$ cat src/rtl/rst_seq_pkg.sv
// Shared types and constants for the reset sequencer.
// Holds the FSM state encoding and synchronizer depth.
package rst_seq_pkg;

  localparam int SYNC_STAGES = 2;

  typedef enum logic [2:0] {
    SYNC,
    HOLD,
    WAIT_ACK,
    DONE,
    ERR
  } state_t;

endpackage

$ cat src/rtl/rst_sync.sv
// Reset release synchronizer: async assert, clocked release.
// Output rises SYNC_STAGES edges after rst_n deasserts.
module rst_sync
  import rst_seq_pkg::*;
(
  input  logic clk,
  input  logic rst_n,
  output logic rst_n_sync
);

  logic [SYNC_STAGES-1:0] ff;

  // Shift a constant one through the chain once reset is released
  always_ff @(posedge clk or negedge rst_n) begin
    if (!rst_n) begin
      ff <= '0;
    end else begin
      ff <= {ff[SYNC_STAGES-2:0], 1'b1};
    end
  end

  assign rst_n_sync = ff[SYNC_STAGES-1];

endmodule

$ cat src/rtl/rst_seq.sv
// Multi-domain reset sequencer: hold, release one domain
// at a time on ack, with timeout and soft restart.
module rst_seq
  import rst_seq_pkg::*;
#(
  parameter int N_DOM    = 4,
  parameter int HOLD_CYC = 16,
  parameter int TMO_CYC  = 1024
) (
  input  logic                     clk,
  input  logic                     rst_n,
  input  logic                     soft_req,
  input  logic [N_DOM-1:0]         dom_ack,
  output logic [N_DOM-1:0]         dom_rst_n,
  output logic                     done,
  output logic                     err,
  output logic [$clog2(N_DOM)-1:0] err_dom
);

  localparam int IW = $clog2(N_DOM);
  localparam int HW = $clog2(HOLD_CYC + 1);
  localparam int TW = $clog2(TMO_CYC + 1);

  localparam logic [IW-1:0] LAST  = IW'(N_DOM - 1);
  localparam logic [HW-1:0] H_END = HW'(HOLD_CYC - 1);
  localparam logic [HW-1:0] H_SAT = HW'(HOLD_CYC);
  localparam logic [TW-1:0] T_END = TW'(TMO_CYC - 1);
  localparam logic [TW-1:0] T_SAT = TW'(TMO_CYC);

  logic            rst_n_sync;
  state_t          state_q;
  state_t          state;
  state_t          state_d;
  logic [HW-1:0]   hcnt_q;
  logic [HW-1:0]   hcnt_d;
  logic [TW-1:0]   tcnt_q;
  logic [TW-1:0]   tcnt_d;
  logic [IW-1:0]   idx_q;
  logic [IW-1:0]   idx_d;
  logic [IW-1:0]   err_dom_d;
  logic [N_DOM-1:0] rel_d;

  rst_sync u_sync (
    .clk        (clk),
    .rst_n      (rst_n),
    .rst_n_sync (rst_n_sync)
  );

  // state_q is pre-loaded with HOLD while the synchronizer fills,
  // so HOLD becomes visible on the same edge the release lands.
  assign state = rst_n_sync ? state_q : SYNC;

  // Next-state, counters and timed-out index; soft_req wins over all
  always_comb begin
    state_d   = state;
    hcnt_d    = hcnt_q;
    tcnt_d    = tcnt_q;
    idx_d     = idx_q;
    err_dom_d = err_dom;
    if (state != SYNC && soft_req) begin
      state_d   = HOLD;
      hcnt_d    = '0;
      tcnt_d    = '0;
      idx_d     = '0;
      err_dom_d = '0;
    end else begin
      unique case (state)
        SYNC: begin
          state_d   = HOLD;
          hcnt_d    = '0;
          tcnt_d    = '0;
          idx_d     = '0;
          err_dom_d = '0;
        end
        HOLD: begin
          if (hcnt_q == H_END) begin
            state_d = WAIT_ACK;
            idx_d   = '0;
            tcnt_d  = '0;
          end else if (hcnt_q != H_SAT) begin
            hcnt_d = hcnt_q + HW'(1);
          end
        end
        WAIT_ACK: begin
          if (dom_ack[idx_q]) begin
            tcnt_d = '0;
            if (idx_q == LAST) begin
              state_d = DONE;
            end else begin
              idx_d = idx_q + IW'(1);
            end
          end else if (tcnt_q == T_END) begin
            state_d   = ERR;
            err_dom_d = idx_q;
          end else if (tcnt_q != T_SAT) begin
            tcnt_d = tcnt_q + TW'(1);
          end
        end
        DONE: begin
          state_d = DONE;
        end
        ERR: begin
          state_d = ERR;
        end
        default: begin
          state_d = SYNC;
        end
      endcase
    end
  end

  // Domain reset mask for the upcoming state: released up to idx
  always_comb begin
    rel_d = '0;
    unique case (state_d)
      WAIT_ACK: begin
        for (int j = 0; j < N_DOM; j++) begin
          rel_d[j] = (IW'(j) <= idx_d);
        end
      end
      DONE: begin
        rel_d = '1;
      end
      default: begin
        rel_d = '0;
      end
    endcase
  end

  // FSM, counters and registered outputs
  always_ff @(posedge clk or negedge rst_n) begin
    if (!rst_n) begin
      state_q   <= SYNC;
      hcnt_q    <= '0;
      tcnt_q    <= '0;
      idx_q     <= '0;
      dom_rst_n <= '0;
      done      <= 1'b0;
      err       <= 1'b0;
      err_dom   <= '0;
    end else begin
      state_q   <= state_d;
      hcnt_q    <= hcnt_d;
      tcnt_q    <= tcnt_d;
      idx_q     <= idx_d;
      dom_rst_n <= rel_d;
      done      <= (state_d == DONE);
      err       <= (state_d == ERR);
      err_dom   <= err_dom_d;
    end
  end

endmodule

$ cat config.mk
export PLATFORM = sky130hd
export DESIGN_NAME = rst_seq
export DESIGN_NICKNAME = d
export VERILOG_FILES = /design/src/rtl/rst_seq_pkg.sv /design/src/rtl/rst_sync.sv /design/src/rtl/rst_seq.sv
export SDC_FILE = /design/constraint.sdc
export NUM_CORES = 1
export LEC_CHECK = 0
export ABC_AREA = 1
export CORE_ASPECT_RATIO = 0.8
export CORE_MARGIN = 2
export CORE_UTILIZATION = 58
export CTS_CLUSTER_DIAMETER = 200
export DETAILED_ROUTE_END_ITERATION = 16
export PLACE_DENSITY = 0.79
export SLEW_MARGIN = 20
export SYNTH_ARGS = -nofsm -noshare
export SYNTH_HDL_FRONTEND = slang
export SYNTH_SLANG_ARGS = --single-unit
$ cat constraint.sdc
create_clock -name clk -period 2.5 [get_ports clk]
set_clock_uncertainty 0.1 [all_clocks]
set_input_delay 0.5 -clock clk [delete_from_list [all_inputs] [get_ports clk]]
set_output_delay 0.5 -clock clk [all_outputs]
set_load 0.005 [all_outputs]
Word level (Yosys, flattened, before mapping)

Cells that the tools add are included.

Memories kept: 0
Word-level logic and storage cells: 74
Memory bits (writable): 0
Output and inout bits: 8
Register bits after elaboration: 31
Bits in read-only memories: 0
Latch bits: 0
Bits of input ports: 7

Equality and inequality tests: 19
Magnitude comparators: 5
Muxes and demuxes: 29
Bitwise operators: 0
Multipliers: 0
Shift operators: 0
Add/sub/neg operators: 3
Divide/modulo/power cells: 0
Reductions and logical operators: 9

Operators with widths:

| cell                  | number |
|---|---|
| $mux 11               | 5 |
| $pmux 11 s3           | 1 |
| $mux 3                | 6 |
| $mux 5                | 3 |
| $ne 3x3->1 const B    | 5 |
| $pmux 3 s5            | 1 |
| $mux 2                | 7 |
| $eq 3x2->1 const B    | 4 |
| $add 11x1->11 const B | 1 |
| $eq 11x10->1 const B  | 1 |
| $ne 11x11->1 const B  | 1 |
| $pmux 5 s2            | 1 |
| $reduce_bool 3->1     | 3 |
| $ne 4x4->1 const B    | 2 |
| $pmux 4 s2            | 1 |
| $eq 3x3->1 const B    | 2 |
| $pmux 2 s3            | 1 |
| $reduce_and 3->1      | 2 |
| $add 5x1->5 const B   | 1 |
| $eq 5x4->1 const B    | 1 |
| $ne 5x5->1 const B    | 1 |
| $le 1x2->1 const A    | 2 |
| $le 2x2->1 const A    | 2 |
| $pmux 2 s2            | 1 |
| 10 further kinds      | 10 |

Logic depth before layout (Yosys ltp)

Gate-level depths: netlist of run 1.

Depth after elaboration: 7
Depth in mapped cells: 13
Mapped depth without buffers: 12

Cells and area by module

From an unflattened synthesis of run 1, not the netlist that was laid out.

Cells, all modules: 242
Area, all modules: 1864.3 µm²

Modules (own cells, without submodules):

| module   | area an instance (µm²) | instances | sequential area each (µm²) | cells each |
|---|---|---|---|---|
| rst_seq  | 1810.5                 | 1         | 725.7                      | 239 |
| rst_sync | 53.8                   | 1         | 50.0                       | 3 |

Least setup slack after synthesis of run 1

No wires, ideal clock.

Kind: reg2reg
From: reg hcnt_q[0]
To: reg tcnt_q[9]
Slack: 777 ps
Setup time: 117 ps
Data arrival time: 1506 ps
Stages on the path, launching flop included: 14
Required time: 2283 ps
Path through: dfrtp_1 > ha_1 > nand2_1 > nor2_1 > ha_1 > inv_1 > nand2_2 > nand2_4 > nand2_4 > nand2_1 > nand2_2 > buf_6 > nand3_1 > nand2_1

Longest elaborated chain between the ends: 3

RTL lines:

| element                    | RTL line       | source |
|---|---|---|
| start, declared            | rst_seq.sv:34  | `logic [HW-1:0] hcnt_q;` |
| start signal, assigned     | rst_seq.sv:143 | `hcnt_q <= hcnt_d;` |
| $eq 5x4->1                 | rst_seq.sv:76  | `if (hcnt_q == H_END) begin` |
| $ne 3x3->1 (no line)       | -              |  |
| $reduce_and 4->1 (no line) | -              |  |
| end signal, assigned       | rst_seq.sv:144 | `tcnt_q <= tcnt_d;` |
| end, declared              | rst_seq.sv:36  | `logic [TW-1:0] tcnt_q;` |

No other way between the ends.
A chain may end at the register's enable or synchronous reset.

Worst setup path after layout of run 1

From: reg u_sync.ff[1]
To: reg tcnt_q[9]

Longest elaborated chain between the ends: 5
Elaborated cells on any way between the ends: 13

RTL lines:

| element                                      | RTL line       | source |
|---|---|---|
| start, declared                              | rst_sync.sv:11 | `logic [SYNC_STAGES-1:0] ff;` |
| start signal, assigned                       | rst_sync.sv:18 | `ff <= {ff[SYNC_STAGES-2:0], 1'b1};` |
| $mux 3 (*)                                   | rst_seq.sv:51  | `assign state = rst_n_sync ? state_q : SYNC;` |
| $reduce_bool 3->1                            | rst_seq.sv:60  | `if (state != SYNC && soft_req) begin` |
| $logic_and 1x1->1                            | rst_seq.sv:60  |  |
| $ne 4x4->1 (no line) (tied with other cells) | -              |  |
| $reduce_and 4->1 (no line)                   | -              |  |

Every way passes the cells marked *; elsewhere a longest branch is shown, timed or not.

==> impl_metrics.csv, run 1 <==
group,metric,value,unit
logic_synthesis,ys_types,33,
worst_setup_path,reg2reg_from,"u_sync.ff[1]",
power,p_leak,1.05,nW
worst_setup_path,worst_path_most_repeated_cell,"nand2_2",
logic_synthesis,ys_seq_elements,31,
global_route,grt_antenna_before_repair,0,
worst_setup_path,start_kind,"flip-flop",
logic_synthesis,netlist_area,0.00192,mm^2
run,cap_viol_max_count,0,
place,dpl_cell_area,0.00208,mm^2
sta,slew_viol_final,0,
logic_synthesis,syn-num-nets,259,
drt,drt-total-wl,4.04,mm
drt,drt_iter0_drc,210,
global_route,grt_pass1_vias,1515,
clock_tree,path_clk_slew,0.06,ns
min_path,min_path_type,"flip-flop to flip-flop",
clock_tree,post_cts.resized_instances,0,
clock_tree,clock_sinks,31,
worst_setup_path,path_max_fanout,15,
place,io_buffers,14,
worst_setup_path,worst_ep_required_time,2.57,ns
sta,setup_viol,0,
worst_setup_path,end_kind,"flip-flop",
floorplan,die_area,0.00379,mm^2
floorplan,die_w,68.3,um
worst_setup_path,endpoint,"tcnt_q[9]",
sta,rsz0062_at_grt,"false",
finish,fin_cells,306,
run_status,status,"complete, no violations",
drt,routedWlPerCell,13.2,um
floorplan,initial_core_util,61.3,%
clock_tree,clk_latency,0.28,ns
drt,ant_nets,0,
sta,fmax,0.505,GHz
global_route,grt_use_total,24.5,%
min_path,whs_path_depth,0,
sta,period_share,79.2,%
clock_tree,postCtsSetupBuffers,0,
finish,final_area,0.00218,mm^2
worst_setup_path,cp.arrival,2.04,ns
worst_setup_path,r2r_end,"tcnt_q[9]",
finish,synthToLayoutAreaGrowth,13.8,%
worst_setup_path,cp_slowest_stage_delay,0.44,ns
clock_tree,cts_tree,"built",
finish,antenna_cells,0,
sta,hold_viol,0,
worst_setup_path,rr_worst_depth,8,
clock_tree,cts.path.max_buffers,2,
power,vdd_drop_max,0.000474,V
drt,dr.pass1.iters,4,
drt,routed_via_density,5.47,
global_route,grt_max_degree,32,
finish,nFillCells,260,
clock_tree,cts_hold_buf,0,
floorplan,coreArea,0.00313,mm^2
logic_synthesis,yosysSeqAreaShare,40.4,%
finish,nNetsFinal,277,
logic_synthesis,ys_warn_count,0,
power,finalPower,1.02,mW
global_route,grt_overflow,0,
logic_synthesis,syn_avg_cell_area,7.77,um^2
finish,regArea,776,um^2
power,power.density,465,mW/mm^2
sta,tns,0,ns
worst_setup_path,critPathLaunch,"u_sync.ff[1]",
place,place_congestion,0.983,
floorplan,io_pins,15,
clock_tree,htreeDepth,2,
sta,post-route-min-period,1.98,ns
logic_synthesis,syn_inst,247,
place,dp_cells,298,
clock_tree,root_buffer,"clkbuf_8",
drt,vias,1673,
worst_setup_path,crit_path_cell_trace,"nand2_2, nand3_2, nand2_2, nand3_2, nand2_1, nand2_2, nand3_1, nand2_1",
place,hpwl,3.01,mm
worst_setup_path,setup.reg_to_reg.worst_slack,0.52,ns
worst_setup_path,crit_type,"flip-flop to flip-flop",
finish,multi_input_area,990,um^2
global_route,grt_pass1_wl,6.89,mm
drt,drc_errors,0,
floorplan,die_y,55.5,um
finish,drive_gt1_share,15.4,%
worst_setup_path,slowest_stage,"dfrtp_1",
floorplan,std_cell_rows,18,
clock_tree,cts-buffers-inserted,5,
-- critical path: cells and delay by family (launching register included) --
family | cells | cell delay (ns)
AND/OR/NAND/NOR | 8 | 1.32
flip-flops | 1 | 0.44
-- area by class of cell --
class	count	share of cell area, %
Timing Repair Buffer	16	7.10
Sequential cell	31	35.5
Inverter	30	5.21
Multi-Input combinational cell	181	45.3
Clock buffer	8	4.58
Tap cell	40	2.29
-- worst min path at each step --
| stage | from | to | slack (ns) |
|---|---|---|---|
| CTS | u_sync.ff[0] | u_sync.ff[1] | 0.26 |
| global placement | u_sync.ff[0] | u_sync.ff[1] | 0.23 |
| finish | u_sync.ff[0] | u_sync.ff[1] | 0.25 |
| floorplan | rst_n | dom_rst_n[0] | 0.10 |
| global route | u_sync.ff[0] | u_sync.ff[1] | 0.27 |
| detailed placement | u_sync.ff[0] | u_sync.ff[1] | 0.24 |
-- Yosys cell counts (all sizes together) --
library cell	n	area share, %
nand4	9	2.9
o21bai	1	0.39
nand2	76	17
nor3	2	0.52
ha	5	3.3
xnor2	1	0.46
dfrtp	31	40
nor4b	1	0.46
clkinv	1	0.26
a211oi	2	0.78
o21ai	13	4.6
buf	5	2.1
conb	1	0.20
nor3b	1	0.39
a21oi	8	2.7
xor2	4	1.8
nand3	31	9.5
o2111ai	1	0.46
inv	29	5.7
nor2	25	6.1
-- per-layer routing --
metal	global-route usage (%)	share of wire, %
met1	37.1	49
met2	33.4	42
met3	6.11	7.6
met4	9.43	1.5
met5	0	0
-- power by group --
part,leakage [nW],internal [mW],switching [mW],total [mW]
clock network,0.0515,0.251,0.180,0.431
registers,0.424,0.506,0.00362,0.510
logic,0.572,0.0235,0.0512,0.0747
-- layout by cell type (no fill, tap or decap), types with 2 or more instances in the layout --
cell type	Yosys	routed
a211oi_1	2	2
nor2_1	20	20
clkdlybuf4s50_1	0	14
dfrtp_1	31	31
nand3_1	27	27
a21oi_1	7	7
inv_1	25	25
nor2_4	2	2
clkbuf_8	0	7
nor3_1	2	2
nand2_1	63	63
o21ai_1	2	2
ha_1	5	5
nor2_2	3	3
buf_4	1	2
nand2_4	2	2
nand2_2	11	11
inv_2	4	4
o21ai_2	3	3
nand4_1	9	9
xor2_1	4	4
o21ai_0	7	7
nand3_2	3	3
-- logic make-up (layout without fill, tap and decap cells) --
kind of cell | count (synthesis) | count (layout) | share of synthesized area [%]
compound gates | 25 | 25 | 8.87
xor+xnor | 5 | 5 | 2.28
fa+ha+maj | 5 | 5 | 3.26
buf+inv | 35 | 54 | 8.02
flops | 31 | 31 | 40.4
other cells | 1 | 1 | 0.195
simple gates | 145 | 145 | 37.0
-- flip-flops by register name, indices dropped and copies added, names as in the netlist --
register,count
state_q,3
done,1
err_dom,2
hcnt_q,5
dom_rst_n,4
tcnt_q,11
u_sync.ff,2
err,1
idx_q,2
-- through the flow --
| step | hold WS [ns] | worst slack [ns] | util (%) |
|---|---|---|---|
| 4_1_cts | 0.256 | 0.549 | 69.8 |
| 3_3_place_gp | 0.232 | 0.341 | 66.6 |
| 6_report | 0.251 | 0.521 | 69.8 |
| 5_1_grt | 0.266 | 0.424 | 69.8 |
| 3_5_place_dp | 0.241 | 0.306 | 66.6 |
| 2_1_floorplan | 0.104 | 0.777 | - |
Note: power is estimated with default switching activity, not from simulation.
==> inputs of run 2 (changes only) <==
--- a/config.mk
+++ b/config.mk
@@ -8,10 +8,10 @@
 export ABC_AREA = 1
 export CORE_ASPECT_RATIO = 0.8
 export CORE_MARGIN = 2
-export CORE_UTILIZATION = 58
+export CORE_UTILIZATION = 52
 export CTS_CLUSTER_DIAMETER = 200
 export DETAILED_ROUTE_END_ITERATION = 16
-export PLACE_DENSITY = 0.79
+export PLACE_DENSITY = 0.75
 export SLEW_MARGIN = 20
 export SYNTH_ARGS = -nofsm -noshare
 export SYNTH_HDL_FRONTEND = slang
==> constraint.sdc (replaced) <==
create_clock -name clk -period 1.7 [get_ports clk]
set_clock_uncertainty 0.1 [all_clocks]
set_input_delay 0.34 -clock clk [delete_from_list [all_inputs] [get_ports clk]]
set_output_delay 0.34 -clock clk [all_outputs]
set_load 0.005 [all_outputs]
==> run 2 against run 1 <==
  * The run now ends with negative setup slack left
  * Core utilization is 6.7 points higher
  * Via count is 18% higher
  * Worst setup slack worse by 0.70 ns
  * Critical path depth stayed put
  * Non-clock buffer count is 39 higher
  * Hold slack hardly changed
  * Clock power is 78% higher
  * Flip-flop and latch count stayed put
  * Fmax is 5.4% higher
  * Combinational power is 120% higher
  * Largest power group is now the clock network
==> impl_metrics.csv, run 2 (synthesis gave the netlist of run 1 again) <==
group,metric,value,unit
drt,vias,1981,
sta,fmax,0.532,GHz
worst_setup_path,end_kind,"flip-flop",
drt,drt-total-wl,5.44,mm
floorplan,io_pins,15,
power,vdd_drop_max,0.000411,V
global_route,grt_max_degree,32,
global_route,grt_overflow,0,
finish,finish.utilization,76.5,%
place,place_congestion,1.01,
finish,nFillCells,233,
floorplan,die_y,58.3,um
clock_tree,cts-buffers-inserted,5,
drt,routed_via_density,5.69,
sta,post-route-min-period,1.88,ns
floorplan,std_cell_rows,19,
drt,drc_errors,0,
drt,routedWlPerCell,15.6,um
finish,final_cell_mix,"nand2_1, buf_4, dfrtp_1, nand3_1, inv_1",
worst_setup_path,cp.arrival,2.00,ns
global_route,grt_pass1_vias,1795,
worst_setup_path,crit_type,"flip-flop to flip-flop",
worst_setup_path,worst_ep_required_time,1.82,ns
worst_setup_path,path_max_fanout,8,
finish,largest_register_ffs,11,
clock_tree,path_clk_slew,0.07,ns
clock_tree,root_buffer,"clkbuf_8",
global_route,grt_use_total,25.5,%
sta,slew_viol_final,0,
run,cap_viol_max_count,0,
drt,ant_nets,0,
floorplan,die_area,0.00420,mm^2
worst_setup_path,cp_num_buf_inv,2,
drt,drt_iter0_drc,171,
sta,period_share,110,%
global_route,grt_antenna_before_repair,0,
sta,setup_viol,26,
floorplan,initial_core_util,54.9,%
worst_setup_path,start_kind,"flip-flop",
finish,drive_gt1_share,35.0,%
sta,holdWs,0.251,ns
global_route,grt_pass1_wl,8.15,mm
floorplan,coreArea,0.00349,mm^2
min_path,min_path_type,"flip-flop to flip-flop",
run_status,failed_checks,"negative setup slack",
drt,dr.pass1.iters,5,
worst_setup_path,crit_path_cell_trace,"nand2_4, clkinv_2, nand3_4, inv_2, nand3_2, o21ai_4, nand2_1, o21ai_1",
sta,rsz0062_at_grt,"true",
place,hpwl,3.46,mm
run_status,status,"finished with violations",
floorplan,die_w,71.9,um
power,power.density,630,mW/mm^2
clock_tree,clock_sinks,31,
worst_setup_path,cp_slowest_stage_delay,0.53,ns
finish,synthToLayoutAreaGrowth,39.3,%
finish,layout_commonest_cell,"nand2_1",
worst_setup_path,path_delay_family,"flip-flops",
power,p_leak,1.31,nW
clock_tree,clk_latency,0.30,ns
sta,worst_slack,-0.178,ns
clock_tree,htreeDepth,2,
finish,final_area,0.00267,mm^2
place,pre_cts_ws,-0.259,ns
finish,nNetsFinal,317,
clock_tree,cts_hold_buf,0,
place,io_buffers,14,
sta,hold_viol,0,
worst_setup_path,slowest_stage,"dfrtp_1",
place,dpl_cell_area,0.00232,mm^2
finish,antenna_cells,0,
clock_tree,cts_tree,"built",
clock_tree,cts.path.max_buffers,2,
finish,reg.largest.list,"tcnt_q x11, hcnt_q x5, dom_rst_n x4",
finish,top_register,"tcnt_q",
[run 2: worst paths after layout]
| check | startpoint | endpoint | slack [ns] | cells past startpoint |
|---|---|---|---|---|
| max | u_sync.ff[1] | tcnt_q[2] | -0.18 | 8 |
| min | u_sync.ff[0] | u_sync.ff[1] | 0.25 | 0 |
| max reg2reg | u_sync.ff[1] | tcnt_q[2] | -0.18 | 8 |
| min reg2reg | u_sync.ff[0] | u_sync.ff[1] | 0.25 | 0 |
| max in group asynchronous | rst_n | idx_q[0] | 0.86 | 2 |
| min in group asynchronous | rst_n | state_q[0] | 0.33 | 2 |
[run 2: what timing repair did]
item | in CTS | in global routing
cloned | 1 | 0
setup buffers | 3 | 5
resized for setup | 14 | 28
pin swaps | 15 | 15
setup endpoints to repair | 25 | 27
[run 2: routing by layer]
metal / GRT usage, % / vias up / part of all wire [%]
met3: 7.71 / 32 / 9.2
met1: 35.9 / 912 / 42
li1: - / 917 / -
met2: 38.8 / 120 / 45
met5: 0 / - / 0
met4: 6.74 / 0 / 3.3
[run 2: report_power, final]
group          switching, mW  total (mW)  internal (mW)
sequential           0.00708       0.751          0.744
clock                  0.295       0.768          0.474
combinational         0.0992       0.164         0.0651
[run 2: stage by stage]
step | setup TNS [ns] | power [mW] | instances
floorplan | 0 | 0.829 | 247
global placement | -2.50 | 0.894 | 331
detailed placement | -4.35 | 0.897 | 331
CTS | -0.487 | 1.66 | 343
global route | -2.81 | 1.73 | 348
finish | -1.45 | 1.68 | 348
[run 2: worst reg2reg max path, delay by kind of cell, from the launching register on]
family          cells  cell delay [ns]
flops               1             0.53
simple gates        4             0.52
compound gates      2             0.44
buf+inv             2             0.20
[run 2: area by class of cell]
| type | count | area [um^2] | area share (%) |
|---|---|---|---|
| multi-input cells | 182 | 1150 | 43.1 |
| flip-flops and latches | 31 | 777 | 29.1 |
| repair buffers | 55 | 459 | 17.2 |
| inverters | 30 | 116 | 4.35 |
| clock buffers | 6 | 82.6 | 3.09 |
| well taps | 42 | 52.6 | 1.97 |
| clock inverters | 2 | 35.0 | 1.31 |
==> inputs of run 3 (changes only) <==
--- a/config.mk
+++ b/config.mk
@@ -10,9 +10,11 @@
 export CORE_MARGIN = 2
 export CORE_UTILIZATION = 52
 export CTS_CLUSTER_DIAMETER = 200
+export CTS_CLUSTER_SIZE = 16
 export DETAILED_ROUTE_END_ITERATION = 16
 export PLACE_DENSITY = 0.75
 export SLEW_MARGIN = 20
 export SYNTH_ARGS = -nofsm -noshare
 export SYNTH_HDL_FRONTEND = slang
+export SYNTH_HIERARCHICAL = 1
 export SYNTH_SLANG_ARGS = --single-unit
==> run 3 against run 2 <==
  * The flow still finishes with violations (negative setup slack)
  * Sequential share of layout area increased by 1.5 points
  * Clock power shrank 17%
  * Design area fell by 5.2%
  * Combinational power fell by 5%
  * Core utilization is 2.5 points lower
  * Synthesized cell count fell by 2.0%
  * Total power shrank 8.3%
  * Flip-flop and latch count stayed put
  * Critical path type unchanged
==> impl_metrics.csv, run 3 <==
group,metric,value,unit
sta,rsz0062_at_grt,"true",
power,p_int,1.17,mW
place,hpwl,3.11,mm
worst_setup_path,worst_ep_required_time,1.77,ns
drt,routedWlPerCell,14.4,um
drt,ant_nets,0,
logic_synthesis,ys_top_cells_by_area,"dfrtp_1, nand2_1, nand3_1, nor2_1, inv_1",
power,pwr-share-comb,10.1,%
power,power.density,609,mW/mm^2
worst_setup_path,path_delay_family,"simple AND/OR/NAND/NOR gates",
min_path,hp-start,"u_sync/ff[0]",
logic_synthesis,yosys-top-cells-count,"nand2_1, dfrtp_1, nand3_1, nor2_1, inv_1",
global_route,grt_pass1_vias,1564,
logic_synthesis,synth-compound-area-share,9.53,%
logic_synthesis,async_flop_share,100,%
logic_synthesis,yosysMostFrequentCell,"nand2_1",
logic_synthesis,synthMuxAreaShare,0,%
power,vdd_drop_max,0.000505,V
sta,fmax,0.555,GHz
drt,dr.pass1.iters,4,
logic_synthesis,synth-main-ff-cell,"dfrtp_1",
sta,post-route-min-period,1.80,ns
clock_tree,clk_latency,0.29,ns
worst_setup_path,cp_num_buf_inv,1,
floorplan,die_y,57.6,um
floorplan,initial_core_util,54.5,%
run_status,status,"finished with violations",
global_route,grt_antenna_before_repair,0,
logic_synthesis,ys_types,28,
logic_synthesis,syn-num-nets,254,
logic_synthesis,yosysSeqAreaShare,41.6,%
drt,vias,1779,
drt,drt-total-wl,4.79,mm
worst_setup_path,r2r_end,"tcnt_q[3]",
run,cap_viol_max_count,0,
worst_setup_path,crit_path_cell_trace,"ha_2, nand2_2, nor2_2, ha_2, inv_1, nand2_2, nand2_4, nand2_8, nand2_8, nand2_8, nand2_2, o21ai_1",
worst_setup_path,crit_type,"flip-flop to flip-flop",
sta,period_share,106,%
finish,antenna_cells,0,
finish,nFillCells,249,
clock_tree,cts.path.max_buffers,2,
worst_setup_path,cp_slowest_stage_delay,0.38,ns
drt,drc_errors,0,
worst_setup_path,path_max_fanout,6,
finish,nNetsFinal,302,
min_path,whs_path_depth,0,
clock_tree,cts_hold_buf,0,
global_route,grt_max_degree,32,
clock_tree,root_buffer,"clkbuf_8",
global_route,grt_pass1_wl,7.22,mm
worst_setup_path,cp.arrival,1.87,ns
finish,drive_gt1_share,32.0,%
logic_synthesis,syn_inst,242,
logic_synthesis,synth-simple-area-share,35.1,%
clock_tree,clock_sinks,31,
power,clockPowerShare,41.3,%
min_path,min_path_type,"flip-flop to flip-flop",
sta,setup_viol,17,
logic_synthesis,synth_top_area_cell,"dfrtp_1",
finish,finish.utilization,74.0,%
logic_synthesis,synthAdderAreaFrac,3.36,%
min_path,holdPathEnd,"u_sync/ff[1]",
power,finalPower,1.54,mW
worst_setup_path,rr_worst_depth,12,
place,pre_cts_ws,-0.229,ns
place,io_buffers,14,
finish,final_cell_mix,"nand2_1, dfrtp_1, buf_4, inv_1, nand3_1",
sta,slew_viol_final,0,
finish,regArea,776,um^2
logic_synthesis,synth_top_family_by_area,"simple AND/OR/NAND/NOR gates",
logic_synthesis,netlist_area,0.00186,mm^2
power,p_leak,1.16,nW
clock_tree,cts_tree,"built",
clock_tree,htreeDepth,2,
run_status,failed_checks,"negative setup slack",
clock_tree,path_clk_slew,0.06,ns
logic_synthesis,synth_edf_count,0,
logic_synthesis,synth_xor_area_share,2.35,%
global_route,grt_use_total,23.3,%
sta,tns,-0.936,ns
sta,hold_viol,0,
worst_setup_path,reg2reg_from,"hcnt_q[1]",
finish,top_register,"tcnt_q",
logic_synthesis,yosysTopAreaCellShare,41.6,%
drt,drt_iter0_drc,212,
place,place_congestion,0.869,
drt,routed_via_density,5.34,
logic_synthesis,syn_avg_cell_area,7.70,um^2
floorplan,coreArea,0.00342,mm^2
floorplan,die_w,70.9,um
global_route,grt_overflow,0,
worst_setup_path,slowest_stage,"dfrtp_1",
finish,synthToLayoutAreaGrowth,36.0,%
worst_setup_path,setup.reg_to_reg.worst_slack,-0.10,ns
floorplan,io_pins,15,
worst_setup_path,start_kind,"flip-flop",
finish,layout_commonest_cell,"nand2_1",
finish,multi_input_area,0.00113,mm^2
power,p_sw,0.373,mW
sta,worst_slack,-0.103,ns
logic_synthesis,ys_seq_elements,31,
logic_synthesis,ys_warn_count,6,
floorplan,die_area,0.00408,mm^2
floorplan,std_cell_rows,19,
power,power.share.switching,24.2,%
worst_setup_path,end_kind,"flip-flop",
clock_tree,cts-buffers-inserted,5,
power,seqPwrFrac,48.5,%
finish,reg.largest.list,"tcnt_q x11, hcnt_q x5, dom_rst_n x4",
finish,largest_register_ffs,11,
==> run 3: cell families (layout without fill, tap and decap cells) <==
family / Yosys count / in the layout
compound gates: 27 / 27
simple gates: 141 / 142
flops: 31 / 31
other cells: 1 / 1
buf+inv: 32 / 80
fa+ha+maj: 5 / 5
xor+xnor: 5 / 5
==> run 3: layer usage <==
| metal | global-route usage, % | wire, um | vias to the layer above |
|---|---|---|---|
| met5 | 0 | 0 | - |
| li1 | - | - | 883 |
| met3 | 7.95 | 281 | 12 |
| met4 | 9.43 | 103 | 0 |
| met2 | 33.6 | 2240 | 58 |
| met1 | 32.2 | 2170 | 826 |
==> run 3: power groups by stage <==
stage / logic, mW / registers (mW) / clock network [mW]
finish: 0.156 / 0.750 / 0.638
global route: 0.168 / 0.750 / 0.699
CTS: 0.136 / 0.749 / 0.656
detailed placement: 0.127 / 0.763 / 0
global placement: 0.124 / 0.763 / 0
floorplan: 0.0626 / 0.762 / 0
==> run 3: through the flow <==
step                cells  cell area (um^2)  hold slack, ns
floorplan             242              1880         -0.0556
global placement      322              2250           0.234
detailed placement    322              2250           0.240
CTS                   332              2400           0.254
global route          333              2530           0.268
finish                333              2530           0.250
==> run 3: cell type report <==
class                      instances  area share (%)
multi-input combinational        180            44.5
sequential                        31            30.6
timing repair buffer              44            14.7
inverter                          28            4.15
clock buffer                       8            3.95
tap                               42            2.07
==> run 3: worst max path at each step <==
| stage | from | to | slack, ns | cells after the start |
|---|---|---|---|---|
| floorplan | hcnt_q[1] | tcnt_q[3] | -0.02 | 13 |
| global placement | dom_ack[1] | tcnt_q[10] | -0.17 | 9 |
| detailed placement | dom_ack[1] | tcnt_q[5] | -0.23 | 9 |
| CTS | hcnt_q[0] | tcnt_q[0] | -0.04 | 12 |
| global route | hcnt_q[1] | tcnt_q[3] | -0.18 | 12 |
| finish | hcnt_q[1] | tcnt_q[3] | -0.10 | 12 |
==> run 3: worst reg2reg max path, cell delays in order (launching register included) <==
cell	delay [ns]
dfrtp_1	0.38
ha_2	0.21
nand2_2	0.08
nor2_2	0.04
ha_2	0.19
inv_1	0.07
nand2_2	0.09
nand2_4	0.13
nand2_8	0.09
nand2_8	0.12
nand2_8	0.08
nand2_2	0.06
o21ai_1	0.06
==> run 3: what timing repair did <==
action	CTS	global route
hold endpoints to repair	0	0
setup buffers	1	2
pin swaps	7	9
resized for setup	9	32
cloned	1	0
endpoints found under the setup margin	19	28
